$ cat src/rtl/xs3_to_bin_seq.sv
// Sequential excess-3 to binary converter: accepts one NDIG-digit word, folds one digit
// per cycle (MSD first) into a 14-bit accumulator, then holds the result until taken.
module xs3_to_bin_seq #(
   parameter int NDIG = 4
) (
   input  logic              clk,
   input  logic              rst_n,
   input  logic [4*NDIG-1:0] in_data,
   input  logic              in_valid,
   output logic              in_ready,
   output logic [13:0]       bin_out,
   output logic              err,
   output logic              out_valid,
   input  logic              out_ready
);

   typedef enum logic [1:0] {
      IDLE,
      CONV,
      DONE
   } state_t;

   state_t            state;
   logic [4*NDIG-1:0] data_q;
   logic [13:0]       acc;
   logic              err_acc;
   logic [2:0]        cnt;

   logic [3:0]        digit;
   logic              digit_ok;
   logic [13:0]       digit_val;

   // The digit under conversion is always the top nibble; the word shifts left each CONV cycle.
   assign digit     = data_q[4*NDIG-1 -: 4];
   assign digit_ok  = (digit >= 4'd3) && (digit <= 4'd12);
   assign digit_val = digit_ok ? {10'd0, digit - 4'd3} : 14'd0;

   // in_ready is registered so it stays low during reset and rises one edge after release.
   always_ff @(posedge clk or negedge rst_n) begin
      if (!rst_n) begin
         state     <= IDLE;
         data_q    <= '0;
         acc       <= '0;
         err_acc   <= 1'b0;
         cnt       <= '0;
         in_ready  <= 1'b0;
         bin_out   <= '0;
         err       <= 1'b0;
         out_valid <= 1'b0;
      end else begin
         case (state)
            IDLE: begin
               if (in_valid && in_ready) begin
                  data_q   <= in_data;
                  acc      <= '0;
                  err_acc  <= 1'b0;
                  cnt      <= 3'(NDIG - 1);
                  in_ready <= 1'b0;
                  state    <= CONV;
               end else begin
                  in_ready <= 1'b1;
               end
            end
            CONV: begin
               acc     <= acc * 14'd10 + digit_val;
               err_acc <= err_acc | ~digit_ok;
               data_q  <= data_q << 4;
               if (cnt == 3'd0) begin
                  state <= DONE;
               end else begin
                  cnt <= cnt - 3'd1;
               end
            end
            DONE: begin
               // First DONE cycle registers the result; afterwards wait for the consumer.
               if (!out_valid) begin
                  out_valid <= 1'b1;
                  err       <= err_acc;
                  bin_out   <= err_acc ? 14'd0 : acc;
               end else if (out_ready) begin
                  out_valid <= 1'b0;
                  in_ready  <= 1'b1;
                  state     <= IDLE;
               end
            end
            default: state <= IDLE;
         endcase
      end
   end

endmodule
$ cat config.mk
export PLATFORM = sky130hd
export DESIGN_NAME = xs3_to_bin_seq
export DESIGN_NICKNAME = d
export VERILOG_FILES = /design/src/rtl/xs3_to_bin_seq.sv
export SDC_FILE = /design/constraint.sdc
export NUM_CORES = 1
export LEC_CHECK = 0
export CAP_MARGIN = 40
export CORE_ASPECT_RATIO = 0.5
export CORE_MARGIN = 1.5
export CORE_UTILIZATION = 37
export CTS_BUF_LIST = sky130_fd_sc_hd__clkbuf_16
export DETAILED_ROUTE_END_ITERATION = 8
export PLACE_DENSITY_LB_ADDON = 0.12
export SLEW_MARGIN = 15
export SYNTH_ARGS = -nofsm -noshare
export SYNTH_HDL_FRONTEND = slang
export SYNTH_SLANG_ARGS = --single-unit
$ cat constraint.sdc
create_clock -name clk -period 8.8 [get_ports clk]
set_input_delay 2.2 -clock clk [delete_from_list [all_inputs] [get_ports clk]]
set_output_delay 2.2 -clock clk [all_outputs]
set_load 0.01 [all_outputs]
# After elaboration in Yosys (flattened, before gate mapping)
# Cells that the tools add are included.
dict set report totals {
  regBits 53
  latch_bits 0
  mem_bits_rw 0
  rom_bits 0
  in_bits 20
  out_inout_bits 17
  wordCells 58
  mem_count 0
}
dict set report classes {
  addsub 3
  mul 1
  div 0
  magnitude_cmp 2
  n_eq_ne 7
  shifts 0
  mux 22
  bitwise_logic 3
  n_reduce_logical 11
}
# op count
set ops {}
lappend ops {{one-hot mux 16 bit (2 select lines)} 1}
lappend ops {{2-to-1 mux 14 bit} 2}
lappend ops {{one-hot mux 14 bit (2 select lines)} 1}
lappend ops {{2-to-1 mux 16 bit} 1}
lappend ops {{adder 14 x 4 -> 14 bit} 1}
lappend ops {{multiplier 14 x 3 -> 13 bit (second input constant)} 1}
lappend ops {{!= test 2 bit (second input constant)} 5}
lappend ops {{2-to-1 mux 2 bit} 4}
lappend ops {{2-to-1 mux 1 bit} 6}
lappend ops {{2-to-1 mux 3 bit} 2}
lappend ops {{one-hot mux 2 bit (3 select lines)} 1}
lappend ops {{one-hot mux 3 bit (2 select lines)} 1}
lappend ops {{AND reduction 3 bit} 2}
lappend ops {{greater-or-equal comparator 4 x 2 -> 1 bit (second input constant)} 1}
lappend ops {{less-or-equal comparator 4 bit (second input constant)} 1}
lappend ops {{2-to-1 mux 4 bit} 1}
lappend ops {{one-hot mux 1 bit (2 select lines)} 2}
lappend ops {{AND reduction 2 bit} 2}
lappend ops {{AND reduction 4 bit} 1}
lappend ops {{nonzero test 2 bit} 2}
lappend ops {{subtractor 4 x 2 -> 4 bit (second input constant)} 1}
lappend ops {{logical NOT 3 bit} 1}
lappend ops {{subtractor 3 x 1 -> 3 bit (second input constant)} 1}
lappend ops {{== test 2 x 1 -> 1 bit (second input constant)} 1}
lappend ops {{5 further kinds} 7}

# Depth between registers and ports, before layout
# Gate-level depths: netlist (run 1).
dict set report depth {
  word_depth 5
  mapped_depth 13
}

# Least setup slack after synthesis (run 1)
# No wires, ideal clock.
dict set report synth_timing {
  kind {input -> register}
  startpoint {input port in_valid}
  endpoint {register cnt[0]}
  setup_time_ns 0.077
  arrival_ns 3.050
  required_ns 8.723
  path_slack_ns 5.673
  path_stages 5
  path_cell_list {nand2_1 nor3_1 or2_2 nor2_1 a21oi_1}
}
dict set report synth_via {
  elab_chain_cells 3
}
# item line
set synth_lines {}
lappend synth_lines {{from (decl)} 9} ;# input logic in_valid,
lappend synth_lines {{logical AND 1 bit} 53} ;# if (in_valid && in_ready) begin
lappend synth_lines {{!= test 2 bit (no source line)} --}
lappend synth_lines {{AND reduction 3 bit (no source line)} --}
lappend synth_lines {{to (signal assigned)} 57} ;# cnt <= 3'(NDIG - 1);
lappend synth_lines {{to (signal assigned)} 71} ;# cnt <= cnt - 3'd1;
lappend synth_lines {{to (decl)} 27} ;# logic [2:0] cnt;
# No other way between the ends.
# A chain may end at the register's enable or synchronous reset.

# Worst setup path in the final report (run 1)
dict set report layout_timing {
  startpoint {register out_valid}
  endpoint {output port out_valid}
}
# item line
set layout_lines {}
lappend layout_lines {{from (decl)} 13} ;# output logic out_valid,
lappend layout_lines {{from (signal assigned)} 49} ;# out_valid <= 1'b0;
lappend layout_lines {{from (signal assigned)} 77} ;# out_valid <= 1'b1;
lappend layout_lines {{from (signal assigned)} 81} ;# out_valid <= 1'b0;
# No word-level cell between the ends.

==> results of run 1 <==
==> metal layers <==
layer,up-vias,wire length (µm)
met5,-,0
met4,0,27
met3,2,177
met2,28,2758
met1,1055,3006
li1,1163,-
==> logic make-up (layout without fill, tap and decap cells) <==
logic type,count (synthesis),count (layout),synth area share
simple gates,100,100,0.1548
compound gates,75,75,0.1507
flops,53,53,0.4318
fa+ha+maj,28,28,0.1189
buf+inv,25,61,0.03340
xor+xnor,22,22,0.06762
mux,13,13,0.04277
==> where the power goes <==
| group | leakage, µW | internal, µW | total [µW] | switching [µW] |
|---|---|---|---|---|
| clock network | 0.0000944 | 164 | 256 | 91.5 |
| logic | 0.000946 | 407 | 880 | 473 |
| registers | 0.000678 | 352 | 443 | 91.0 |
==> state kept, by name, summed over array words and instances, names as in the netlist <==
register and cells:
err_acc 1, in_ready 1, state 2, cnt 3, err 1, data_q 16
bin_out 14, out_valid 1, acc 14
==> cell type report <==
class	instances	area share
multi-input combinational	238	0.4399
tap	112	0.03747
timing repair buffer	40	0.1030
sequential	53	0.3546
inverter	13	0.01305
clock buffer	5	0.03346
clock inverter	3	0.01840
==> per-stage QoR <==
step	setup slack, ns	util
finish	5.383	0.4658
global route	5.249	0.4658
CTS	5.360	0.4658
detailed placement	5.303	0.4416
global placement	5.312	0.4416
floorplan	5.673	-
==> synthesized netlist by cell type (all sizes together), types with 3 or more instances <==
master,n,area share
dfrtp,53,0.43
nand2,48,0.059
o21ai,38,0.062
ha,26,0.11
nand2b,15,0.031
xnor2,15,0.045
nor2,14,0.017
a21oi,13,0.021
inv,13,0.016
mux2i,12,0.039
a22o,9,0.026
clkbuf,9,0.011
xor2,7,0.022
nand3,5,0.0081
a21o,4,0.0098
buf,3,0.0065
nor2b,3,0.0061
or3,3,0.0061
==> final timing paths <==
path,to,cells past startpoint,startpoint
setup / recovery,out_valid,1,out_valid$_DFFE_PN0P_
hold reg to reg,cnt[0]$_DFFE_PN0P_,1,cnt[0]$_DFFE_PN0P_
setup reg to reg,acc[13]$_DFFE_PN0P_,13,data_q[12]$_DFFE_PN0P_
hold / removal,cnt[0]$_DFFE_PN0P_,1,cnt[0]$_DFFE_PN0P_
max in group asynchronous,data_q[3]$_DFFE_PN0P_,2,rst_n
min in group asynchronous,bin_out[12]$_DFFE_PN0P_,2,rst_n
==> placed cells by master (no fill, tap or decap), drive strengths merged, types with 4 or more instances in the layout <==
master          n
nand3           5
nand2b         15
mux2i          12
nand2          48
a21oi          13
xor2            7
nor2           14
a21o            4
inv            14
clkdlybuf4s50  35
dfrtp          53
xnor2          15
clkbuf          5
ha             26
buf             5
o21ai          38
a22o            9
==> impl_metrics.yaml, run 1 <==
global_routing:
  grt_pass1_wl_um: 10410
  grt.overflow.total: 0
  antenna_found_initial: 0
  grt_max_degree: 54
  use_met3: 0.03679
  met2_usage: 0.2638
  grt.busiest_layer: "met2"
  grt_use_total: 0.1483
  grt_pass1_vias: 2291
  use_met1: 0.1829
timing:
  finClkSkew_ns: 0.003967
  slew_viol_final: 0
  period_minus_slack_ns: 3.417
  hold_ws_ns: 0.4707
  tns_ns: 0
  rsz0062_at_grt: "false"
  max_clock_freq_mhz: 292.6
  worstMarginPinSlew_ns: 0.7764
  hold_violations: 0
  final-setup-viol-count: 0
  fin_crit_sh: 0.3883
  slew_headroom: 0.4824
final_layout:
  final_cell_area_mm2: 0.003740
  n_fill_cell: 745
  layout-drive-gt1-share: 0.07386
  regArea_mm2: 0.001326
  multi_input_area_mm2: 0.001645
  nets: 399
  areaGrowthSynthToFinish_pct: 21.75
  stdcell_count: 464
  num_antenna_cells: 0
clock_tree:
  cts_made_buffers: 5
  clockRootBuffer: "clkbuf_16"
  htreeDepth: 2
  post_cts_buffers: 0
  clk_pin_slew_worst_paths_ns: 0.07
  cts_resized: 0
  cts_tree: "built"
  ctsHoldBuffers: 0
  cts.sinks: 53
  clock_path_buffers: 2
  clkLatencyLatePin_ns: 0.29
min_path:
  hold_class: "flip-flop to flip-flop"
route:
  ant_nets: 0
  drc_errors: 0
  vias_per_cell: 4.845
  drt_wl_total_um: 5969
  drt_first_iter_violations: 56
  vias: 2248
  routedWlPerCell_um: 12.86
  dr.pass1.iters: 4
logic_synthesis:
  seq_area_frac_synth: 0.4318
  syn_avg_cell_area_um2: 9.721
  synth_edf_count: 0
  yosysWarnings: 0
  async_flop_share: 1.000
  synth_fp_nets: 364
  syn_area_mm2: 0.003072
  syn_inst: 316
  ys_ff_latch: 53
  ys.flop_type: "dfrtp_1"
  synth_cell_types: 42
pwr:
  finalPower_uw: 1578
  leakage_uw: 0.001718
  peakVddDrop_v: 0.0001399
  powerDensity_mw_per_mm2: 422.0
floorplan:
  io_pins: 37
  chipHeight_um: 67.43
  core-area_mm2: 0.008029
  die_w_um: 131.9
  rows: 23
  dieArea_mm2: 0.008891
  initial_core_util: 0.3826
worst_setup_path:
  critPathBufInv: 1
  crit_chain: "clkdlybuf4s50_1"
  start_kind: "flip-flop"
  cp-end-kind: "output port"
  critPathKind: "flip-flop to output port"
  cp_slowest_cell: "clkdlybuf4s50_1"
  worstPathArrival_ns: 1.22
  reg2reg_slack_ns: 5.59
  required_ns: 6.60
  worstPathMaxFanout: 4
  cp_top_family: "buffers and inverters"
  cpPeakStageDelay_ns: 0.55
placed_design:
  gp_congestion: 0.7951
  hpwl_um: 4428
  dp.cells: 456
  portBuffers: 36
  dpl-instance-area_mm2: 0.003546
job:
  drv_cap: 0
run_status:
  outcome: "complete, no violations"
Power figures use the tool's default switching activity.
==> run 2, diff against run 1 <==
Clock period 8.8 ns to 2.92 ns, I/O delays scaled along.
==> impl_metrics.yaml, run 2 (synthesized netlist as in run 1, its figures left out) <==
floorplan:
  rows: 23
  core-area_mm2: 0.008029
  die_w_um: 131.9
  chipHeight_um: 67.43
  io_pins: 37
  dieArea_mm2: 0.008891
  initial_core_util: 0.3826
worst_setup_path:
  reg2reg_slack_ns: 0.05
  crit_path_start: "data_q[13]$_DFFE_PN0P_"
  critPathBufInv: 1
  cp_top_family: "simple AND/OR/NAND/NOR gates"
  cp_slowest_cell: "or4_4"
  worstPathArrival_ns: 3.04
  crit_cells: 13
  r2r_end: "acc[13]$_DFFE_PN0P_"
  worstPathMaxFanout: 4
  endpoint: "acc[13]$_DFFE_PN0P_"
  rr_startpoint: "data_q[13]$_DFFE_PN0P_"
  crit_chain: "ha_2 > or3_1 > o21ai_2 > nor2_1 > ha_2 > inv_2 > fa_2 > nor2b_2 > o21ai_2 > or4_4 > and3b_2 > a311o_2 > o211ai_2"
  required_ns: 3.09
  critPathKind: "flip-flop to flip-flop"
  start_kind: "flip-flop"
  cp-end-kind: "flip-flop"
  cpPeakStageDelay_ns: 0.51
  worstRegToRegCells: 13
final_layout:
  num_antenna_cells: 0
  final_cell_mix: "dfrtp_1, nand2_1, clkdlybuf4s50_1, o21ai_0, ha_1"
  nets: 418
  n_fill_cell: 748
  areaGrowthSynthToFinish_pct: 26.39
  layout-drive-gt1-share: 0.1459
  finalCoreUtilization: 0.4836
  largest_registers: "data_q x16, acc x14, bin_out x14"
  final_common_cell: "dfrtp_1"
  largest_register_ffs: 16
  top_register: "data_q"
route:
  drc_errors: 0
  vias_per_cell: 4.861
  routedWlPerCell_um: 12.95
  ant_nets: 0
  drt_wl_total_um: 6243
  vias: 2343
  drt_first_iter_violations: 81
  dr.pass1.iters: 4
clock_tree:
  htreeDepth: 2
  clock_path_buffers: 2
  clockRootBuffer: "clkbuf_16"
  cts.sinks: 53
  cts_tree: "built"
  clk_pin_slew_worst_paths_ns: 0.06
  cts_made_buffers: 5
  clkLatencyLatePin_ns: 0.29
  ctsHoldBuffers: 0
global_routing:
  antenna_found_initial: 0
  grt_pass1_vias: 2438
  grt.overflow.total: 0
  grt_pass1_wl_um: 10930
  grt_max_degree: 43
  grt_use_total: 0.1547
timing:
  rsz0062_at_grt: "true"
  hold_violations: 0
  final-setup-viol-count: 0
  hold_ws_ns: 0.4663
  worstMarginPinSlew_ns: 0.7636
  finClkSkew_ns: 0.003536
  max_clock_freq_mhz: 348.2
  tns_ns: 0
  slew_headroom: 0.4909
  fin_crit_sh: 0.9835
  finalWorstSetupSlack_ns: 0.04828
  slew_viol_final: 0
  period_minus_slack_ns: 2.872
job:
  drv_cap: 0
pwr:
  powerDensity_mw_per_mm2: 1264
  finalPower_uw: 4909
  peakVddDrop_v: 0.0003862
  leakage_uw: 0.001793
placed_design:
  portBuffers: 36
  hpwl_um: 4682
  dp_slack_ns: -0.03135
  gp_congestion: 0.7756
run_status:
  outcome: "complete, no violations"
min_path:
  hold_class: "primary input to async pin"
-- run 2: metrics by stage --
step	instance area, µm²	cells
floorplan	3072	316
global placement	3656	469
detailed placement	3656	469
CTS	3801	476
global route	3882	482
finish	3882	482
-- run 2: report_power, final --
part | switching, µW | leakage (µW) | internal, µW
logic | 1560 | 0.00105 | 1480
clock network | 243 | 0.0000685 | 307
registers | 263 | 0.000678 | 1060
total | 2060 | 0.00179 | 2840
-- run 2: final cells by class --
| class | instances | area (µm²) | share of cell area |
|---|---|---|---|
| Clock inverter | 2 | 7.507 | 0.001934 |
| Multi-Input combinational cell | 238 | 1694 | 0.4364 |
| Inverter | 13 | 48.80 | 0.01257 |
| Timing Repair Buffer | 59 | 540.5 | 0.1392 |
| Tap cell | 112 | 140.1 | 0.03609 |
| Clock buffer | 5 | 125.1 | 0.03223 |
| Sequential cell | 53 | 1326 | 0.3416 |
-- run 2: layer usage --
| metal | GRT usage | part of all wire | vias to the layer above |
|---|---|---|---|
| li1 | - | - | 1197 |
| met1 | 0.1843 | 0.48 | 1109 |
| met2 | 0.2862 | 0.48 | 33 |
| met3 | 0.03754 | 0.030 | 4 |
| met4 | 0.04444 | 0.0077 | 0 |
| met5 | 0 | 0 | - |
-- run 2: worst min-delay path by stage --
stage                                startpoint                endpoint  slack (ns)  depth (start not counted)
after floorplan                           rst_n      acc[0]$_DFFE_PN0P_        0.43                          0
after global placement       cnt[0]$_DFFE_PN0P_      cnt[0]$_DFFE_PN0P_        0.46                          1
after detailed placement  data_q[9]$_DFFE_PN0P_   data_q[9]$_DFFE_PN0P_        0.47                          2
after CTS                    cnt[0]$_DFFE_PN0P_      cnt[0]$_DFFE_PN0P_        0.48                          1
after global routing         cnt[0]$_DFFE_PN0P_      cnt[0]$_DFFE_PN0P_        0.49                          1
final                                     rst_n  bin_out[6]$_DFFE_PN0P_        0.47                          1
-- run 2: timing repair --
item	4_1_cts	5_1_grt
endpoints found under the setup margin	4	4
cloned	0	0
pin swaps	0	9
setup buffers	0	6
gates resized for setup	4	10
==> run 3, diff against run 2 <==
Settings changed: CTS_CLUSTER_SIZE set to 14.
==> results of run 3 <==
Final layout, timing and power as in run 2 (identical DEF).
